==> src/rtl/corner_nms.sv <==
// Harris-score non-maximum suppression over a 3x3 window on a raster stream.
// Reports thresholded local maxima with their coordinates and counts corners per frame.
module corner_nms #(
  parameter int SCORE_W = 32,
  parameter int IMG_W   = 64,
  parameter int IMG_H   = 64
) (
  input  logic                      clk,
  input  logic                      reset,
  input  logic signed [SCORE_W-1:0] score,
  input  logic                      score_valid,
  input  logic signed [SCORE_W-1:0] threshold,
  output logic                      corner_valid,
  output logic [15:0]               corner_x,
  output logic [15:0]               corner_y,
  output logic signed [SCORE_W-1:0] corner_score,
  output logic                      frame_done,
  output logic [15:0]               corner_count
);

  localparam int          XW     = $clog2(IMG_W);
  localparam logic [15:0] X_LAST = 16'(IMG_W - 1);
  localparam logic [15:0] Y_LAST = 16'(IMG_H - 1);

  logic [15:0] x_r, y_r, cnt_r;
  logic signed [SCORE_W-1:0] thr_r;
  logic signed [SCORE_W-1:0] lb0_r [IMG_W];
  logic signed [SCORE_W-1:0] lb1_r [IMG_W];
  // Column a is x-2, column b is x-1; the incoming column (x) comes straight from the line buffers.
  logic signed [SCORE_W-1:0] a_top_r, a_mid_r, a_bot_r;
  logic signed [SCORE_W-1:0] b_top_r, b_mid_r, b_bot_r;

  logic [XW-1:0]             x_idx_s;
  logic signed [SCORE_W-1:0] n_top_s, n_mid_s;
  logic                      is_corner_s;
  logic                      last_s;
  logic [15:0]               cnt_next_s;

  // Window neighbourhood compare and per-frame count update.
  always_comb begin
    x_idx_s     = x_r[XW-1:0];
    n_top_s     = lb1_r[x_idx_s];
    n_mid_s     = lb0_r[x_idx_s];
    last_s      = (x_r == X_LAST) && (y_r == Y_LAST);
    // The x>=2 / y>=2 gate keeps the window inside this frame and off the image border.
    is_corner_s = score_valid && (x_r >= 16'd2) && (y_r >= 16'd2) &&
                  (b_mid_r > thr_r) &&
                  (b_mid_r > a_top_r) && (b_mid_r > b_top_r) && (b_mid_r > n_top_s) &&
                  (b_mid_r > a_mid_r) && (b_mid_r >= n_mid_s) &&
                  (b_mid_r >= a_bot_r) && (b_mid_r >= b_bot_r) && (b_mid_r >= score);
    if (is_corner_s && (cnt_r != 16'hFFFF)) begin
      cnt_next_s = cnt_r + 16'd1;
    end else begin
      cnt_next_s = cnt_r;
    end
  end

  // Line buffers: lb0 holds row y-1, lb1 holds row y-2; no reset needed.
  always_ff @(posedge clk) begin
    if (score_valid && !reset) begin
      lb1_r[x_idx_s] <= n_mid_s;
      lb0_r[x_idx_s] <= score;
    end
  end

  // Raster counters, window shift, threshold capture and registered outputs.
  always_ff @(posedge clk) begin
    if (reset) begin
      x_r          <= 16'd0;
      y_r          <= 16'd0;
      cnt_r        <= 16'd0;
      thr_r        <= '0;
      a_top_r      <= '0;
      a_mid_r      <= '0;
      a_bot_r      <= '0;
      b_top_r      <= '0;
      b_mid_r      <= '0;
      b_bot_r      <= '0;
      corner_valid <= 1'b0;
      frame_done   <= 1'b0;
      corner_x     <= 16'd0;
      corner_y     <= 16'd0;
      corner_score <= '0;
      corner_count <= 16'd0;
    end else begin
      corner_valid <= 1'b0;
      frame_done   <= 1'b0;
      if (score_valid) begin
        if (x_r == X_LAST) begin
          x_r <= 16'd0;
          y_r <= (y_r == Y_LAST) ? 16'd0 : y_r + 16'd1;
        end else begin
          x_r <= x_r + 16'd1;
        end
        if ((x_r == 16'd0) && (y_r == 16'd0)) begin
          thr_r <= threshold;
        end
        a_top_r <= b_top_r;
        a_mid_r <= b_mid_r;
        a_bot_r <= b_bot_r;
        b_top_r <= n_top_s;
        b_mid_r <= n_mid_s;
        b_bot_r <= score;
        if (is_corner_s) begin
          corner_valid <= 1'b1;
          corner_x     <= x_r - 16'd1;
          corner_y     <= y_r - 16'd1;
          corner_score <= b_mid_r;
        end
        if (last_s) begin
          frame_done   <= 1'b1;
          corner_count <= cnt_next_s;
          cnt_r        <= 16'd0;
        end else begin
          cnt_r <= cnt_next_s;
        end
      end
    end
  end

endmodule

==> config.mk <==
export PLATFORM = sky130hd
export DESIGN_NAME = corner_nms
export DESIGN_NICKNAME = d
export VERILOG_FILES = /design/src/rtl/corner_nms.sv
export SDC_FILE = /design/constraint.sdc
export NUM_CORES = 2
export LEC_CHECK = 0
export ABC_CLOCK_PERIOD_IN_PS = 5370
export CAP_MARGIN = 40
export CORE_AREA = 5 5 563 565
export DETAILED_ROUTE_END_ITERATION = 6
export DIE_AREA = 0 0 568 570
export PLACE_DENSITY_LB_ADDON = 0.05
export REMOVE_ABC_BUFFERS = 1
export SLEW_MARGIN = 25
export SYNTH_ARGS = -nofsm -noshare
export SYNTH_HDL_FRONTEND = slang
export SYNTH_SLANG_ARGS = --single-unit
export TNS_END_PERCENT = 10
==> constraint.sdc <==
create_clock -name clk -period 5.37 [get_ports clk]
set_input_delay 1.3425 -clock clk [delete_from_list [all_inputs] [get_ports clk]]
set_output_delay 1.3425 -clock clk [all_outputs]
set_load 0.01 [all_outputs]
Word-level counts from Yosys, hierarchy flattened
Memory sizes are Yosys's and may differ from the RTL's. A register that Yosys moved wholly into a read port is not among the register bits.
Cells that the tools add are included.
{"block": "word_totals", "regBits": 354, "wordCells": 73, "latchBits": 0, "rom_bits": 0, "out_inout_bits": 82, "mem_bits_rw": 4096, "n_memories": 2, "in_bits": 67}
{"memory": "lb0_r", "words": 64, "word_bits": 32, "read_ports": 1, "rd_ports_with_merged_regs": 1, "write_ports": 1, "line": "27", "rtl": "logic signed [SCORE_W-1:0] lb0_r [IMG_W];"}
{"memory": "lb1_r", "words": 64, "word_bits": 32, "read_ports": 1, "rd_ports_with_merged_regs": 1, "write_ports": 1, "line": "28", "rtl": "logic signed [SCORE_W-1:0] lb1_r [IMG_W];"}
{"block": "op_classes", "n_lt_le_gt_ge": 11, "n_bitwise": 1, "shift": 0, "div_mod_pow": 0, "n_reduce_logical": 23, "n_mux": 12, "n_mul": 0, "n_addsub": 5, "eq_ne": 3}
{"op": "32-bit greater-than comparator", "n": 5}
{"op": "32-bit >= comparator", "n": 4}
{"op": "16-bit two-way mux", "n": 4}
{"op": "16-bit by 1-bit adder with 16-bit output (second input constant)", "n": 3}
{"op": "16-bit by 6-bit equality test with 1-bit output (second input constant)", "n": 2}
{"op": "16-bit by 2-bit >= comparator with 1-bit output (second input constant)", "n": 2}
{"op": "16-bit logical NOT", "n": 2}
{"op": "16-bit by 1-bit subtractor with 16-bit output (second input constant)", "n": 2}
{"op": "6-bit two-way mux", "n": 4}
{"op": "16-bit inequality test (second input constant)", "n": 1}
{"op": "1-bit logical AND", "n": 15}
{"op": "2-bit AND reduction", "n": 4}
{"op": "1-bit two-way mux", "n": 4}
{"op": "2-bit OR reduction", "n": 1}
{"op": "1-bit logical NOT", "n": 1}
{"op": "1-bit NOT", "n": 1}

Logic depth before layout (Yosys ltp)
{"block": "logic_depth", "word_depth": 15, "mapped_depth": 21}

Least setup slack after synthesis
No wires, ideal clock.
{"block": "synth_timing", "kind": "flip-flop to flip-flop", "from": "register (tool-made name)", "to": "register cnt_r[10]", "arrival_time_ns": 5.763, "setup_ns": 0.134, "stages_incl_launch_ff": 20, "setup_slack_ns": -0.527, "required_ns": 5.236, "path_cell_list": "dfxtp_1 clkbuf_1 clkbuf_1 buf_1 mux4_2 mux4_2 mux4_2 inv_1 ha_1 a21oi_1 o21ai_1 a2111o_1 o2111a_1 or3_1 o2111ai_1 nand2_1 clkbuf_1 clkbuf_1 o41ai_1 a31oi_1"}
{"item": "end signal, assigned", "line": "115", "rtl": "cnt_r <= cnt_next_s;"}
{"item": "end, declared", "line": "25", "rtl": "logic [15:0] x_r, y_r, cnt_r;"}

==> results.tsv <==
metric	value	unit
wl_per_cell	39.8	µm
hold_viol	0	
min_path_type	register to register	
setup_ws	-0.290	ns
cp.required	6.16	ns
cts_root_buffer	clkbuf_16	
path_class	register to register	
crit_arrival	6.45	ns
period_share	105	%
antenna_found_initial	21	
switching_share	22.6	%
synth_top_area_share	69.8	%
synthTopCellsByArea	edfxtp_1 70%, mux4_2 17%, dfxtp_1 4.1%	
status	complete, but fails checks	
async_flop_share	0	%
synth_edf_count	4096	
cts_made_buffers	452	
slew_headroom	36.4	%
grt_max_degree	100	
vias	94883	
initialDrtViolationCount	15675	
power.internal	59.5	mW
grt-ovfl-total	0	
drv_slew	0	
tightest_slew	0.953	ns
drv_cap	0	
crit_path_start_kind	register	
combPwrFrac	9.0	%
fmax	177	MHz
nFillCells	20088	
wirelength	549000	µm
cp-end-kind	register	
area_growth	17.2	%
clock-sinks	4456	
die_h	570	µm
dpl_worst_slack	-0.418	ns
ir_drop	0.326	mV
clk_pin_slew_worst_paths	0.06	ns
ys_ff_latch	4456	
finalSetupViolCount	96	
clk-insertion-delay-late	0.98	ns
die_w	568	µm
track_usage	33.9	%
grt_pass1_wl	753000	µm
worst-path-max-fanout	6	
rsz0062_at_grt	yes	
gp_congestion	0.890	
ios	149	
cts_hold_buf	0	
instances_no_fill	13820	
ys_seq_area_share	73.9	%
grt_pass1_vias	92476	
num_rows	205	
cts_tree	built	
ant_nets	0	
synth_cell_types	68	
power_density	372	nW/µm²
first_pass_iters	6	
core_area	311000	µm²
h-tree-depth	5	
viasPerCell	6.87	
post-dp-hpwl	299000	µm
die_area	324000	µm²
avgSynthCellArea	21.0	µm²
violations	setup timing	
power_frac_clock	40.7	%
synth_area_leader_cell	edfxtp_1	
synth_ff_type	edfxtp_1	
nets	9650	
yosys_warnings	0	
p_leak	66.3	nW
seq_power_share	50.3	%
synthesis.area	176000	µm²
min_period	5.66	ns
numPortBuffers	148	
dp.cells	12865	
drive_above_1_share	30.4	%
synthCells	8382	
switching_power	17.4	mW
clockBufferDepth	4	
fin_skew	0.0446	ns
initial_utilization	56.7	%
drc_errors	0	
## final timing paths
path                                from                            end  slack [ns]  cells past startpoint
hold / removal    thr_r[11]$_SDFFE_PP0P_         thr_r[11]$_SDFFE_PP0P_        0.45                      2
setup / recovery                register  corner_count[10]$_SDFFE_PP0P_       -0.29                     20
setup reg to reg                register  corner_count[10]$_SDFFE_PP0P_       -0.29                     20
hold reg to reg   thr_r[11]$_SDFFE_PP0P_         thr_r[11]$_SDFFE_PP0P_        0.45                      2
## power groups by stage
stage / Sequential (mW) / Combinational, mW / Clock, mW
final: 38.6 / 6.93 / 31.3
after global routing: 38.6 / 7.31 / 33.1
after CTS: 38.6 / 6.74 / 31.6
after detailed placement: 39.4 / 6.38 / 0
after global placement: 39.4 / 6.22 / 0
after floorplan: 39.7 / 6.99 / 0
## repair_timing
item / 4_1_cts / 5_1_grt
resized for setup: 131 / 74
cloned: 20 / 5
setup endpoints to repair: 97 / 97
buffers inserted: 58 / 28
pin swaps: 50 / 25
## logic make-up after synthesis
logic type / synth area share, %
AOI/OAI and AO/OA: 1.73
buffers and inverters: 1.61
DFF: 73.9
xor gates and xnor gates: 0.253
adders and majority gates: 2.11
and+or+nand+nor: 2.13
muxes: 18.3
## flip-flops by register name (all words and copies together) (netlist names), 32 cells and up, named ones only
name,count
b_mid_r,32
corner_score,32
lb1_r,2048
thr_r,32
a_mid_r,32
b_top_r,32
a_top_r,32
a_bot_r,32
lb0_r,2048
b_bot_r,32
## layer usage
metal | part of all wire [%] | global-route usage [%] | wire length [µm] | up-vias
met4 | 5.2 | 14.3 | 28700 | 2
met2 | 46 | 51.0 | 250000 | 6398
met1 | 37 | 49.4 | 206000 | 50643
met5 | 0.0022 | 0 | 12 | -
met3 | 12 | 6.88 | 64900 | 1123
li1 | - | - | - | 36717
## critical path, cell delays in order (launching register included)
cell	delay, ns
dfxtp_4	0.38
buf_6	0.20
buf_4	0.15
buf_12	0.12
buf_16	0.14
mux4_2	0.53
mux4_2	0.51
mux4_2	0.56
inv_2	0.07
ha_1	0.12
nand4_1	0.27
nor4_4	0.57
buf_4	0.21
o41ai_4	0.09
a2111oi_4	0.36
buf_4	0.17
nand4_4	0.12
buf_12	0.19
buf_8	0.15
o41ai_1	0.36
a311oi_1	0.16
## cell usage in the layout, fill, tap and decap left out, types with 95 or more instances in the layout
master           count
edfxtp_1          4096
clkinv_2            95
clkdlybuf4s50_1    114
dfxtp_1            354
buf_4              404
inv_1              280
mux4_2            1344
ha_1               287
nor2_1             272
buf_12             227
mux2i_1            193
clkinv_1            97
a21oi_1            203
nand2_1            169
clkbuf_16          465
## Yosys cell counts (4+ instances only)
| master | instances |
|---|---|
| edfxtp_1 | 4096 |
| mux4_2 | 1344 |
| dfxtp_1 | 360 |
| nor2_1 | 338 |
| inv_1 | 301 |
| ha_1 | 297 |
| clkbuf_1 | 275 |
| a21oi_1 | 212 |
| mux2i_1 | 194 |
| nand2_1 | 170 |
| buf_1 | 138 |
| nand3_1 | 78 |
| nand4_1 | 74 |
| o21ai_0 | 74 |
| a211oi_1 | 40 |
| nor3_1 | 36 |
| nor4_1 | 31 |
| a21o_1 | 28 |
| xnor2_1 | 28 |
| a31oi_1 | 24 |
| xor2_1 | 23 |
| o211ai_1 | 17 |
| o31ai_1 | 14 |
| or3_1 | 13 |
| buf_2 | 12 |
| o21bai_1 | 12 |
| and4_1 | 11 |
| a311oi_1 | 10 |
| a41oi_1 | 10 |
| nor2b_1 | 9 |
| nand2b_1 | 8 |
| and2_1 | 7 |
| a221o_1 | 6 |
| a221oi_1 | 6 |
| and3_1 | 6 |
| buf_6 | 6 |
| o41ai_1 | 6 |
| or4_1 | 6 |
| nand3b_1 | 5 |
| a2111oi_0 | 4 |
| buf_4 | 4 |
| nand4b_1 | 4 |
| or2_2 | 4 |
## metrics by stage
step	area [µm²]	hold slack (ns)	power [mW]	TNS (ns)	utilization, %
after floorplan	175000	0.426	46.7	-	-
after global placement	189000	0.445	45.6	-30.52	60.8
after detailed placement	189000	0.449	45.7	-25.52	60.9
after CTS	206000	0.457	76.9	-5.26	66.2
after global routing	207000	0.473	79.0	-24.37	66.4
final	207000	0.454	76.9	-18.16	66.4
## cell type report
class	count	area (µm²)	share of cell area, %
inverter	301	1130	0.549
clock inverter	280	2680	1.30
tap	4140	5180	2.51
clock buffer	563	12000	5.81
antenna	5	12.5	0.00606
sequential	4456	130000	63.1
multi-input combinational	3190	44200	21.4
timing repair buffer	885	11100	5.35
Note: power is estimated with default switching activity, not from simulation.
